==> src/rtl/uart_pkg.sv <==
// Shared UART definitions: transmit FSM encoding, FIFO sizing and byte width.
// Imported by the TX FIFO now and intended for the RX path later.
package uart_pkg;

    localparam int UART_TX_FIFO_DEPTH = 16;
    localparam int UART_BYTE_W        = 8;

    typedef enum logic [1:0] {
        ST_IDLE  = 2'd0,
        ST_LOAD  = 2'd1,
        ST_REQ   = 2'd2,
        ST_DRAIN = 2'd3
    } tx_state_t;

endpackage

==> src/rtl/uart_fifo_ram.sv <==
// DEPTH x DW register array: synchronous write, asynchronous (combinational) read.
// Latency: write visible on read port after the write edge; read is zero-cycle.
// No flow control here; the owner guarantees writes only target free slots.
module uart_fifo_ram
    import uart_pkg::*;
#(
    parameter int DEPTH = UART_TX_FIFO_DEPTH,
    parameter int AW    = $clog2(DEPTH),
    parameter int DW    = UART_BYTE_W
) (
    input  logic          clk,
    input  logic          we,
    input  logic [AW-1:0] waddr,
    input  logic [DW-1:0] wdata,
    input  logic [AW-1:0] raddr,
    output logic [DW-1:0] rdata
);

    logic [DW-1:0] mem [DEPTH];

    always_ff @(posedge clk) begin
        if (we) begin
            mem[waddr] <= wdata;
        end
    end

    assign rdata = mem[raddr];

endmodule

==> src/rtl/uart_tx_fifo.sv <==
// Byte TX FIFO feeding the UART transmitter through a tx_start/clear_req handshake.
// Latency: push to tx_start is 2 cycles when empty and idle; pushes are dropped (sticky overflow) when full.
module uart_tx_fifo
    import uart_pkg::*;
#(
    parameter int DEPTH = UART_TX_FIFO_DEPTH,
    parameter int AW    = $clog2(DEPTH)
) (
    input  logic                   wb_clk_i,
    input  logic                   wb_rst_i,
    input  logic                   wr_valid,
    input  logic [UART_BYTE_W-1:0] wr_data,
    output logic                   wr_ready,
    input  logic                   flush,
    input  logic                   clr_ovf,
    output logic [UART_BYTE_W-1:0] tx_data,
    output logic                   tx_start,
    input  logic                   clear_req,
    input  logic                   tx_busy,
    output logic [AW:0]            level,
    output logic                   empty,
    output logic                   full,
    output logic                   overflow,
    output logic                   irq_drained
);

    localparam logic [AW:0]   LVL_FULL = (AW+1)'(DEPTH);
    localparam logic [AW:0]   LVL_ONE  = (AW+1)'(1);
    localparam logic [AW-1:0] PTR_ONE  = AW'(1);

    tx_state_t              state;
    tx_state_t              state_nxt;
    logic [AW-1:0]          wr_ptr;
    logic [AW-1:0]          rd_ptr;
    logic [UART_BYTE_W-1:0] head_byte;
    logic                   push;
    logic                   drop;
    logic                   pop;
    logic                   load;

    assign empty    = (level == '0);
    assign full     = (level == LVL_FULL);
    assign wr_ready = !full;

    // full is judged on the pre-pop level, so a push alongside a pop at full is still dropped.
    assign push = wr_valid && !full && !flush;
    assign drop = wr_valid &&  full && !flush;
    assign pop  = (state == ST_REQ) && clear_req && !flush;

    uart_fifo_ram #(
        .DEPTH (DEPTH),
        .AW    (AW),
        .DW    (UART_BYTE_W)
    ) u_ram (
        .clk   (wb_clk_i),
        .we    (push),
        .waddr (wr_ptr),
        .wdata (wr_data),
        .raddr (rd_ptr),
        .rdata (head_byte)
    );

    always_comb begin
        state_nxt = state;
        tx_start  = 1'b0;
        load      = 1'b0;
        case (state)
            ST_IDLE: begin
                if (!empty && !tx_busy) begin
                    state_nxt = ST_LOAD;
                end
            end
            ST_LOAD: begin
                load      = 1'b1;
                state_nxt = ST_REQ;
            end
            ST_REQ: begin
                tx_start = 1'b1;
                if (clear_req) begin
                    state_nxt = ST_DRAIN;
                end
            end
            ST_DRAIN: begin
                if (!tx_busy) begin
                    state_nxt = ST_IDLE;
                end
            end
            default: state_nxt = ST_IDLE;
        endcase
        // A frame already handed to the transmitter keeps going; we only stop asking.
        if (flush) begin
            state_nxt = ST_IDLE;
            load      = 1'b0;
        end
    end

    always_ff @(posedge wb_clk_i) begin
        if (wb_rst_i) begin
            state <= ST_IDLE;
        end else begin
            state <= state_nxt;
        end
    end

    always_ff @(posedge wb_clk_i) begin
        if (wb_rst_i) begin
            wr_ptr <= '0;
            rd_ptr <= '0;
            level  <= '0;
        end else if (flush) begin
            wr_ptr <= '0;
            rd_ptr <= '0;
            level  <= '0;
        end else begin
            if (push) begin
                wr_ptr <= wr_ptr + PTR_ONE;
            end
            if (pop) begin
                rd_ptr <= rd_ptr + PTR_ONE;
            end
            case ({push, pop})
                2'b10:   level <= level + LVL_ONE;
                2'b01:   level <= level - LVL_ONE;
                default: level <= level;
            endcase
        end
    end

    always_ff @(posedge wb_clk_i) begin
        if (wb_rst_i) begin
            tx_data <= '0;
        end else if (load) begin
            tx_data <= head_byte;
        end
    end

    // Set beats clear when both land in the same cycle.
    always_ff @(posedge wb_clk_i) begin
        if (wb_rst_i) begin
            overflow <= 1'b0;
        end else if (drop) begin
            overflow <= 1'b1;
        end else if (clr_ovf) begin
            overflow <= 1'b0;
        end
    end

    always_ff @(posedge wb_clk_i) begin
        if (wb_rst_i) begin
            irq_drained <= 1'b0;
        end else begin
            irq_drained <= pop && !push && (level == LVL_ONE);
        end
    end

endmodule

==> config.mk <==
export PLATFORM = sky130hd
export DESIGN_NAME = uart_tx_fifo
export DESIGN_NICKNAME = d
export VERILOG_FILES = /design/src/rtl/uart_pkg.sv /design/src/rtl/uart_fifo_ram.sv /design/src/rtl/uart_tx_fifo.sv
export SDC_FILE = /design/constraint.sdc
export NUM_CORES = 1
export LEC_CHECK = 0
export CAP_MARGIN = 25
export CORE_MARGIN = 1.5
export CORE_UTILIZATION = 61
export CTS_CLUSTER_DIAMETER = 200
export DETAILED_ROUTE_END_ITERATION = 7
export DONT_BUFFER_PORTS = 1
export HOLD_SLACK_MARGIN = 0.02
export PLACE_DENSITY_LB_ADDON = 0.25
export SLEW_MARGIN = 20
export SYNTH_ARGS = -nofsm -noshare
export SYNTH_HDL_FRONTEND = slang
export SYNTH_SLANG_ARGS = --single-unit
==> constraint.sdc <==
create_clock -name wb_clk_i -period 3.05 [get_ports wb_clk_i]
set_input_delay 0.4575 -clock wb_clk_i [delete_from_list [all_inputs] [get_ports wb_clk_i]]
set_output_delay 0.4575 -clock wb_clk_i [all_outputs]
set_load 0.02 [all_outputs]
---- Word level (Yosys, flattened, before mapping) ----
Memory sizes are Yosys's and may differ from the RTL's. A register that Yosys moved wholly into a read port is not among the register bits.
Index checks and enable logic that the tools add are counted.
storage, ports and cells
  register bits after elaboration ......... 17
  memories ................................ 1
  word-level logic and storage cells ...... 53
  memory bits (writable) .................. 128
  output and inout port bits .............. 19
cells by class
  muxes and demuxes ....................... 12
  equality and inequality tests ........... 10
  add/subtract/negate cells ............... 4
  reduce and logical (&&, ||, !) cells .... 20
memory list
  name       depth  bits a word  rd ports  clocked after memory_dff  wr ports  RTL line             RTL
  u_ram.mem  16     8            1         1                         1         uart_fifo_ram.sv:19  logic [DW-1:0] mem [DEPTH];
operators by type and width
  cell                 number
  $pmux 5 s2           1
  $logic_and 1x1->1    9
  $add 4x1->4 const B  2
  $pmux 2 s4           1
  $mux 1               7
  $eq 2x2->1 const B   3
  $mux 2               3
  $ne 2x2->1 const B   3
  $add 5x1->5 const B  1
  $eq 5x1->1 const B   1
  $eq 5x5->1 const B   1
  $logic_not 1->1      5
  $logic_not 5->1      1
  $sub 5x1->5 const B  1
  $eq 2x1->1 const B   2
  $reduce_bool 2->1    2
  $reduce_and 3->1     1
  $logic_not 2->1      1
  $reduce_or 2->1      1

---- Longest topological paths before layout ----
  word-level depth ........................ 7
  gate-level depth with buffers ........... 11
  depth with buffers taken out ............ 11

---- Cells and area by module ----
From an unflattened synthesis, not the netlist that was laid out.
unflattened totals
  cells, all modules ...................... 356
  area total of the unflattened synthesis .. 6,239.7 um^2
by module, submodules not included
  module         cells each  area each (um^2)  sequential area each (um^2)  times used
  uart_fifo_ram  221         4,987.3           3,843.7                      1
  uart_tx_fifo   135         1,252.5           500.5                        1

---- Worst setup path after synthesis ----
No wires, ideal clock.
  path kind ............................... reg2reg
  start ................................... register level[0]
  end ..................................... memory u_ram.mem[2][0] (netlist name), enable pin
  stages on the path, launching flop included .. 8
  data arrival time ....................... 2.262 ns
  data required time ...................... 2.667 ns
  slack ................................... 0.404 ns
  cells stage by stage .................... dfxtp_1 -> inv_1 -> ha_1 -> nand4bb_1 -> inv_2 -> nor2_2 -> nand2_1 -> nor3_1
on the way
  word-level cells in the longest chain between the ends .. 6
RTL lines
  what                             RTL line             RTL
  from (decl)                      uart_tx_fifo.sv:20   output logic [AW:0] level,
  from (signal assigned)           uart_tx_fifo.sv:122  2'b10: level <= level + LVL_ONE;
  from (signal assigned)           uart_tx_fifo.sv:123  2'b01: level <= level - LVL_ONE;
  from (signal assigned)           uart_tx_fifo.sv:124  default: level <= level;
  $eq 5x5->1                       uart_tx_fifo.sv:42   assign full = (level == LVL_FULL);
  $logic_not 1->1                  n/a
  via wr_ready                     uart_tx_fifo.sv:13   output logic wr_ready,
  $logic_and 1x1->1 (2 in series)  uart_tx_fifo.sv:46   assign push = wr_valid && !full && !flush;
  $mux 1                           uart_fifo_ram.sv:22  if (we) begin
  $mux 1 (not written as such)     uart_fifo_ram.sv:23  mem[waddr] <= wdata;
  to (decl)                        uart_fifo_ram.sv:19
The timed path passes the listed nets, and every way through them passes these cells.

---- Worst setup path in the final report ----
  start ................................... register level[1]
  end ..................................... register level[3]
on the way
  word-level cells in the longest chain between the ends .. 6
  elaborated cells on any way between the ends .. 10
  classes of those cells .................. 2 x add/sub; 3 x eq/ne; 1 x mux; 4 x reduce/logical
RTL lines
  what                                                    RTL line             RTL
  $eq 5x5->1 (*)                                          uart_tx_fifo.sv:42
  via full                                                uart_tx_fifo.sv:22   output logic full,
  $logic_not 1->1 (*)                                     uart_tx_fifo.sv:46
  $logic_and 1x1->1 (*) (2 in series)                     uart_tx_fifo.sv:46
  $eq 2x1->1 / $eq 2x2->1 (equally long branches)         uart_tx_fifo.sv:121  case ({push, pop})
  $pmux 5 s2 / $reduce_bool 2->1 (equally long branches)  n/a
The timed path passes the listed nets; every way through them passes the cells marked *.
A chain may end at the register's enable or synchronous reset.

==> out/results.txt <==
Outcome = complete, no violations
Final Critical Period = 2.52 ns
TritonCTS buffer count = 17
Async set or reset register ratio after synthesis = 0%
Worst Min Path Start = clear_req
Initial antenna violation count = 2
Final worst slack = 0.531 ns
CP Max Fanout = 7
EDFF count, synth = 128
Mapped Nets = 377
Nets = 410
Post-synthesis cell count = 348
Fillers = 594
RSZ-0062 raised after global routing = false
Dpl ws = 0.562 ns
Sequential cell area = 4350 um^2
Clock transition at the registers of the reported paths = 0.07 ns
GP Congestion = 0.866
Worst Path Required = 3.45 ns
Worst-margin pin slew = 0.821 ns
Slowest stage delay, CP = 0.47 ns
P_leak = 2.25 nW
Die W = 103 um
Fmax = 0.397 GHz
Origin of the critical flop-to-flop path = level[1]
Final max-slew violation count = 0
Worst vdd ir = 0.482 mV
HPWL after DPL = 7190 um
Number of setup buffers added after CTS = 0
Most used DFF post-synth = edfxtp_1
Die height = 103 um
Die ar. = 10700 um^2
Setup clock skew after layout = 0.00901 ns
Finish-stage setup viols = 0
Root buffer cell = clkbuf_8
Initial DRC count = 231
Mapped Avg Cell Area = 17.6 um^2
Max-cap violations = 0
Via-per-instance ratio = 6.02
Final std cells w/o fill = 528
FF+latch count, synth = 153
Post-layout util = 72.4%
Crit path kind = flip-flop to flip-flop
Tot GR Track Use = 25.2%
# placed instances = 486
Initial Utilization = 62.7%
Yosys top cell area share = 62.7%
Final hold vios = 0
Ratio of cells with drive above 1 in the final layout = 22.3%
Top Metal Used = met5
Clock Latency Late Sink = 0.53 ns
WL met2 = 6010 um
Vias = 3176
Post-synthesis sequential area ratio = 70.9%
Clk buf depth = 2
Final Cycle Share = 82.6%
Yosys warns = 0
Area of the multi-input gates = 1670 um^2
DR WL met3 = 778 um
IO Pins = 34
Hold Buf Count CTS = 9
Worst Setup End Kind = flip-flop
Number of H-tree levels = 4
First-pass GRT wire length = 18300 um
WP data arrival = 2.92 ns
Cell Area, Synth = 6130 um^2
Num rows = 36
GRT overflow = 0
CTS tree = done
Layout area overhead = 15.4%
Worst path cell trace = inv_1 -> ha_1 -> nand4bb_1 -> inv_2 -> nor2_2 -> inv_2 -> ha_1 -> or4b_1 -> a21oi_1 -> xnor2_1 -> nor2_1
Avg WL per Cell = 22.7 um
Rel. slew slack = 45.3%
Count of different cell masters after synthesis = 41
Setup crit start = level[1]
Number of port buffers = 0
Synth area leaders = edfxtp_1 63%, mux4_2 11%, dfxtp_1 8.2%
Slowest cell on the critical path = or4b_1
Largest net degree at the start of global routing = 33
Power Dens Cells = 628 nW/um^2
Startpoint Class = flip-flop
Hold Crit Class = input port to flip-flop
Count of TritonRoute iterations in the first routing pass = 4
Vias in the first global route = 3168
Post-layout power = 4.44 mW
Yosys top cell by area = edfxtp_1
Final WL = 12000 um
Met1 wire length = 5070 um
Post_cts resized = 0
Fin Setup TNS = 0 ns
Clk sinks = 153
Core Region = 9770 um^2
Antenna-violating nets left = 0
Drc violations = 0
critical path, delay by kind of cell, from the launching register on:
family / cells / cell delay [ns]
adders and majority gates: 2 / 0.46
AOI/OAI and AO/OA: 1 / 0.19
DFF: 1 / 0.41
and+or+nand+nor: 4 / 0.79
buffers and inverters: 3 / 0.41
xor gates and xnor gates: 1 / 0.13
final cells by class:
cell class                      instances  share of cell area [%]
Multi-Input combinational cell        169                    23.6
Tap cell                              133                    2.35
Clock buffer                           18                    5.91
Antenna cell                            1                  0.0354
Inverter                               10                   0.531
Clock inverter                         14                    2.49
Sequential cell                       153                    61.4
Timing Repair Buffer                   30                    3.68
routing by layer:
layer	GRT usage, %	vias to the layer above
met2	40.2	114
met3	6.65	15
met4	6.65	2
met5	0	-
met1	35.2	1614
li1	-	1431
kinds of logic after synthesis:
| family | Yosys count | share of synthesized area [%] |
|---|---|---|
| buf+inv | 26 | 1.92 |
| compound gates | 30 | 3.21 |
| fa+ha+maj | 14 | 2.86 |
| xor+xnor | 10 | 1.43 |
| simple gates | 72 | 6.00 |
| mux | 43 | 13.7 |
| flops | 153 | 70.9 |
worst paths after layout:
| kind | slack [ns] | endpoint | cells past startpoint |
|---|---|---|---|
| worst max register to register | 0.53 | level[3] | 11 |
| worst max-delay path | 0.53 | level[3] | 11 |
| worst min register to register | 0.53 | state[1] | 2 |
| worst min-delay path | 0.08 | rd_ptr[1] | 2 |
through the flow:
| step | hold WS (ns) | instance area (um^2) |
|---|---|---|
| 2_1_floorplan | 0.471 | 6130 |
| 3_3_place_gp | 0.490 | 6390 |
| 3_5_place_dp | 0.503 | 6390 |
| 4_1_cts | 0.0636 | 7070 |
| 5_1_grt | 0.0789 | 7070 |
| 6_report | 0.0771 | 7070 |
registers in the layout, summed over array words and instances (netlist names):
signal / flops
irq_drained: 1
tx_data: 8
u_ram.mem: 128
wr_ptr: 4
overflow: 1
rd_ptr: 4
level: 5
state: 2
synthesized netlist by cell type (all sizes together), types with 4 or more instances:
library cell    n
nor2           27
o211ai          7
mux2i          10
nand2          16
mux4           32
xnor2           4
inv            10
nor3            6
ha             14
edfxtp        128
dfxtp          25
a22oi           8
xor2            6
buf             8
clkbuf          8
a21oi           9
where the power goes:
part           leakage (nW)  switching (mW)  internal, mW
registers              1.36         0.00834          2.27
logic                 0.625          0.0563        0.0277
clock network         0.274           0.828          1.25
layout by cell type (no fill, tap or decap), drive strengths merged, types with 4 or more instances in the layout:
cell           n
edfxtp       128
mux4          32
nor2          27
dfxtp         25
buf           21
clkbuf        18
nand2         16
ha            14
inv           11
mux2i         10
a21oi          9
dlygate4sd3    9
a22oi          8
o211ai         7
nor3           6
xor2           6
clkinvlp       5
clkinv         5
xnor2          4
Note: power is estimated with default switching activity, not from simulation.
